[config.mk]
export PLATFORM = sky130hd
export DESIGN_NAME = fifo_umbral_param
export DESIGN_NICKNAME = d
export VERILOG_FILES = /design/src/rtl/fifo_umbral_param.sv
export SDC_FILE = /design/constraint.sdc
export NUM_CORES = 1
export LEC_CHECK = 0
export CAP_MARGIN = 40
export CORE_MARGIN = 8
export CORE_UTILIZATION = 50
export DETAILED_ROUTE_END_ITERATION = 10
export GPL_TIMING_DRIVEN = 0
export PLACE_DENSITY_LB_ADDON = 0.1
export SYNTH_ARGS = -nofsm -noshare
export SYNTH_HDL_FRONTEND = slang
export SYNTH_SLANG_ARGS = --single-unit
[constraint.sdc]
create_clock -name clk -period 1.85 [get_ports clk]
set_clock_uncertainty 0.05 [all_clocks]
set_input_delay 0.37 -clock clk [delete_from_list [all_inputs] [get_ports clk]]
set_output_delay 0.37 -clock clk [all_outputs]
set_load 0.03 [all_outputs]
[src/rtl/fifo_umbral_param.sv]
// fifo_umbral_param
// Parametrised synchronous FIFO with runtime-programmable almost-full and
// almost-empty thresholds, a full-range occupancy count, a sticky
// overflow/underflow error with synchronous clear, and a selectable output
// mode: registered read (FWFT=0) or first-word-fall-through (FWFT=1).
//
// Ports:
//   clk              in   rising-edge clock
//   reset_L          in   asynchronous active-low reset
//   write            in   push request
//   read             in   pop request
//   buff_in          in   push data [DATA_SIZE]
//   umb_almost_full  in   almost-full threshold [ADDR_SIZE+1]
//   umb_almost_empty in   almost-empty threshold [ADDR_SIZE+1]
//   error_clr        in   synchronous clear of the sticky error
//   buffer_out       out  pop data [DATA_SIZE]
//   valid_out        out  buffer_out holds valid data
//   fifo_full        out  occupancy == DEPTH
//   fifo_empty       out  occupancy == 0
//   almost_full      out  occupancy >= umb_almost_full
//   almost_empty     out  occupancy <= umb_almost_empty
//   data_count       out  occupancy, 0..DEPTH [ADDR_SIZE+1]
//   error            out  sticky overflow/underflow flag
module fifo_umbral_param #(
  parameter int DATA_SIZE = 6,
  parameter int ADDR_SIZE = 3,
  parameter int FWFT      = 0
) (
  input  logic                 clk,
  input  logic                 reset_L,
  input  logic                 write,
  input  logic                 read,
  input  logic [DATA_SIZE-1:0] buff_in,
  input  logic [ADDR_SIZE:0]   umb_almost_full,
  input  logic [ADDR_SIZE:0]   umb_almost_empty,
  input  logic                 error_clr,
  output logic [DATA_SIZE-1:0] buffer_out,
  output logic                 valid_out,
  output logic                 fifo_full,
  output logic                 fifo_empty,
  output logic                 almost_full,
  output logic                 almost_empty,
  output logic [ADDR_SIZE:0]   data_count,
  output logic                 error
);

  localparam int                   DEPTH     = 1 << ADDR_SIZE;
  localparam logic [ADDR_SIZE:0]   CNT_FULL  = (ADDR_SIZE+1)'(DEPTH);
  localparam logic [ADDR_SIZE:0]   CNT_ZERO  = (ADDR_SIZE+1)'(32'd0);
  localparam logic [ADDR_SIZE:0]   CNT_ONE   = (ADDR_SIZE+1)'(32'd1);
  localparam logic [ADDR_SIZE-1:0] PTR_ZERO  = ADDR_SIZE'(32'd0);
  localparam logic [ADDR_SIZE-1:0] PTR_ONE   = ADDR_SIZE'(32'd1);
  localparam logic [DATA_SIZE-1:0] DATA_ZERO = DATA_SIZE'(32'd0);

  logic [DATA_SIZE-1:0] mem_r [DEPTH];
  logic [ADDR_SIZE-1:0] wr_ptr_r;
  logic [ADDR_SIZE-1:0] rd_ptr_r;
  logic [ADDR_SIZE:0]   count_r;
  logic [ADDR_SIZE:0]   count_nxt_s;
  logic                 error_r;
  logic                 error_nxt_s;
  logic                 full_s;
  logic                 empty_s;
  logic                 rd_acc_s;
  logic                 wr_acc_s;
  logic                 overflow_s;
  logic                 underflow_s;

  // Occupancy flags and accept logic. Full and empty come only from the
  // count, since the pointers alone cannot tell them apart after wrapping.
  // A push into a full FIFO is accepted only alongside an accepted pop.
  always_comb begin
    full_s      = (count_r == CNT_FULL);
    empty_s     = (count_r == CNT_ZERO);
    rd_acc_s    = read & ~empty_s;
    wr_acc_s    = write & (~full_s | rd_acc_s);
    overflow_s  = write & full_s & ~rd_acc_s;
    underflow_s = read & empty_s;
  end

  // Next occupancy: simultaneous accepted push and pop leave it unchanged.
  always_comb begin
    count_nxt_s = count_r;
    case ({wr_acc_s, rd_acc_s})
      2'b10:   count_nxt_s = count_r + CNT_ONE;
      2'b01:   count_nxt_s = count_r - CNT_ONE;
      default: count_nxt_s = count_r;
    endcase
  end

  // Sticky error: a new event in the same cycle as error_clr wins.
  always_comb begin
    error_nxt_s = error_r;
    if (overflow_s | underflow_s) begin
      error_nxt_s = 1'b1;
    end else if (error_clr) begin
      error_nxt_s = 1'b0;
    end else begin
      error_nxt_s = error_r;
    end
  end

  // Pointer, occupancy and error state.
  always_ff @(posedge clk or negedge reset_L) begin
    if (!reset_L) begin
      wr_ptr_r <= PTR_ZERO;
      rd_ptr_r <= PTR_ZERO;
      count_r  <= CNT_ZERO;
      error_r  <= 1'b0;
    end else begin
      if (wr_acc_s) begin
        wr_ptr_r <= wr_ptr_r + PTR_ONE;
      end
      if (rd_acc_s) begin
        rd_ptr_r <= rd_ptr_r + PTR_ONE;
      end
      count_r <= count_nxt_s;
      error_r <= error_nxt_s;
    end
  end

  // Storage array; deliberately not reset.
  always_ff @(posedge clk) begin
    if (wr_acc_s) begin
      mem_r[wr_ptr_r] <= buff_in;
    end
  end

  generate
    if (FWFT != 0) begin : g_fwft
      // Head word shown combinationally whenever the FIFO holds data.
      always_comb begin
        buffer_out = DATA_ZERO;
        valid_out  = 1'b0;
        if (!empty_s) begin
          buffer_out = mem_r[rd_ptr_r];
          valid_out  = 1'b1;
        end else begin
          buffer_out = DATA_ZERO;
          valid_out  = 1'b0;
        end
      end
    end else begin : g_registered
      logic [DATA_SIZE-1:0] out_r;
      logic                 valid_r;

      // Registered read: data appears the cycle after the accepted pop and
      // holds its last value afterwards; valid lasts exactly one cycle.
      always_ff @(posedge clk or negedge reset_L) begin
        if (!reset_L) begin
          out_r   <= DATA_ZERO;
          valid_r <= 1'b0;
        end else begin
          valid_r <= rd_acc_s;
          if (rd_acc_s) begin
            out_r <= mem_r[rd_ptr_r];
          end
        end
      end

      assign buffer_out = out_r;
      assign valid_out  = valid_r;
    end
  endgenerate

  assign fifo_full    = full_s;
  assign fifo_empty   = empty_s;
  assign almost_full  = (count_r >= umb_almost_full);
  assign almost_empty = (count_r <= umb_almost_empty);
  assign data_count   = count_r;
  assign error        = error_r;

endmodule
==> results_dict.tcl <==
set metrics [dict create \
    postSynthCellCount 221 \
    tritoncts "yes" \
    nets 322 \
    critPathLaunchType "flop" \
    ctsHoldBuffers 0 \
    n_fill_cell 405 \
    first_pass_iters 4 \
    fin_crit_ns 2.22 \
    num_vias 2034 \
    synth_edf_count 48 \
    power.density_nw_per_um2 1570 \
    critPathCaptureType "output pin" \
    post-route-drc-count 0 \
    dp_hpwl_microns 4280 \
    dieArea_sq_um 8780 \
    path_class "reg -> out" \
    area_growth_pct 37.5 \
    htree_levels 3 \
    violations "negative setup slack" \
    cts_buffers 9 \
    io_buffers 33 \
    gp_congestion 0.800 \
    cp_data_required_time_ns 1.43 \
    final.setup.tns_ns -14.63 \
    place_area_sq_um 3550 \
    synthArstFlopShare_pct 27.3 \
    clk_pin_slew_ns 0.07 \
    coreArea_sq_um 5890 \
    grt_pass1_vias 2010 \
    max-slew-margin-rel_pct 66.3 \
    max_freq_ghz 0.450 \
    grt_max_degree 12 \
    drv_cap 0 \
    postSynthAreaPerCell_sq_um 13.7 \
    fin_ws_ns -0.374 \
    clk_path_buf_depth 2 \
    final.period_utilization_pct 120 \
    die_h_microns 93.7 \
    use_met3_pct 2.80 \
    vdd_drop_max_uv 1040 \
    yosys_warnings 0 \
    drt_wl_total_microns 6640 \
    io_pins 35 \
    cp.arrival_ns 1.80 \
    synthFlopType "edfxtp_1" \
    start_util_pct 51.3 \
    seqCellArea_sq_um 1900 \
    ant_nets 0 \
    syn-cell-area_sq_um 3020 \
    busiest_layer "met2" \
    tightest_slew_ns 0.504 \
    synth_cell_types 40 \
    synth-seq-cells 66 \
    clock_sink_count 66 \
    drtIter0Drc 75 \
    grt_antenna_before_repair 0 \
    slew_violations 0 \
    grt_pass1_wl_microns 10300 \
    layout-drive-gt1-share_pct 34.3 \
    drt-wirelength-per-cell_microns 17.8 \
    rsz0062_at_grt "yes" \
    crit_path_max_fanout 4 \
    whs_ns 0.295 \
    multiInputGateArea_sq_um 1230 \
    synth.net_count 251 \
    grt_util_all_layers_pct 15.4 \
    clk-insertion-delay-late_ns 0.33 \
    hold_viol 0 \
    hold_class "in -> async" \
    outcome "complete, but fails checks" \
    grt_remaining_overflow 0 \
    met1_usage_pct 19.8 \
    root_buffer "clkbuf_8" \
    insertedDiodeCount 0 \
    vias_per_cell 5.47 \
    grt_use_met2_pct 24.6 \
    power_leakage_nw 1.63 \
    fin_area_sq_um 4150 \
    die_w_microns 93.7 \
    setup_viol_count_final 67 \
    rows 28 \
    dp_slack_ns -0.975 \
    ys_seq_area_share_pct 62.7 \
]
==> worst max-delay path, stage by stage, from the launching register on <==
cell and delay (ns):
dfrtp_2 0.43, buf_4 0.14, buf_6 0.12, or4b_4 0.58
inv_2 0.08, buf_6 0.12
==> sequential cells by signal, indices dropped and copies added (netlist names) <==
| name | cells |
|---|---|
| buffer_out | 6 |
| wr_ptr_r | 3 |
| valid_out | 1 |
| error | 1 |
| mem_r | 48 |
| rd_ptr_r | 3 |
| data_count | 4 |
==> Yosys cell counts (4+ instances only) <==
cell type	count	area [sq um]
inv_1	10	37.5
nor2_1	9	33.8
mux2_2	12	135
nand2_1	21	78.8
dfrtp_1	18	450
o21ai_0	8	40.0
o22ai_1	7	43.8
nor3_1	4	20.0
nand2b_1	6	37.5
nor2b_1	4	25.0
a221o_1	6	60.1
buf_6	4	45.0
a21o_1	4	30.0
mux2i_1	15	150
edfxtp_1	48	1440
ha_1	11	138
==> area by class of cell <==
class / instances / area share, %
Buffer: 8 / 1.66
Clock buffer: 11 / 3.17
Clock inverter: 5 / 2.47
Inverter: 10 / 0.965
Multi-Input combinational cell: 136 / 29.6
Sequential cell: 66 / 45.7
Tap cell: 75 / 2.26
Timing Repair Buffer: 61 / 14.2
==> placed cells by master (no fill, tap or decap), types with 4 or more instances in the layout <==
master and n:
mux2_2 12, dfrtp_2 4, o22ai_1 7, inv_1 7, nor2_4 6, ha_1 8, buf_6 16, mux2i_1 15
clkdlybuf4s50_1 24, clkbuf_8 9, o21ai_1 8, nand2_1 19, buf_4 20, edfxtp_1 48, a221o_1 6, nor2b_1 4
dfrtp_1 14, nand2b_1 5
==> final timing paths <==
check                         startpoint       endpoint  slack (ns)  cells after the start
min                              reset_L          error        0.29                      1
max in group asynchronous        reset_L  data_count[2]        0.99                      2
min reg2reg                buffer_out[3]  buffer_out[3]        0.44                      2
max                        data_count[0]      fifo_full       -0.37                      5
min in group clk           buffer_out[3]  buffer_out[3]        0.44                      2
max reg2reg                data_count[0]    mem_r[1][1]       -0.27                      7
==> cells by family after synthesis <==
group	share of synthesized area, %
AO/OA/AOI/OAI	9.12
adder cells (fa/ha/maj)	4.56
AND/OR/NAND/NOR	9.54
flip-flops	62.7
XOR/XNOR	0.871
multiplexers	9.45
buffers and inverters	3.77
==> per-stage QoR <==
step                cells  utilization [%]  power (mW)
floorplan             221                -        3.79
global placement      329             60.2        4.47
detailed placement    330             60.4        4.53
CTS                   364             68.3        6.27
global route          372             70.5        6.84
finish                372             70.5        6.51
==> layer usage <==
| layer | up-vias | wire length (microns) |
|---|---|---|
| met5 | - | 0 |
| met4 | 0 | 108 |
| met3 | 11 | 228 |
| met2 | 42 | 3350 |
| met1 | 1012 | 2950 |
| li1 | 969 | - |
==> report_power, final <==
part | leakage (nW) | internal (mW) | switching [mW] | total, mW
clock | 0.114 | 0.894 | 0.528 | 1.42
combinational | 0.868 | 1.44 | 1.51 | 2.95
sequential | 0.649 | 1.90 | 0.232 | 2.13
==> timing repair <==
item | 4_1_cts | 5_1_grt
cloned | 0 | 1
endpoints found under the setup margin | 57 | 68
setup buffers | 19 | 8
gates resized for setup | 53 | 25
pin swaps | 10 | 14
Power figures use the tool's default switching activity.
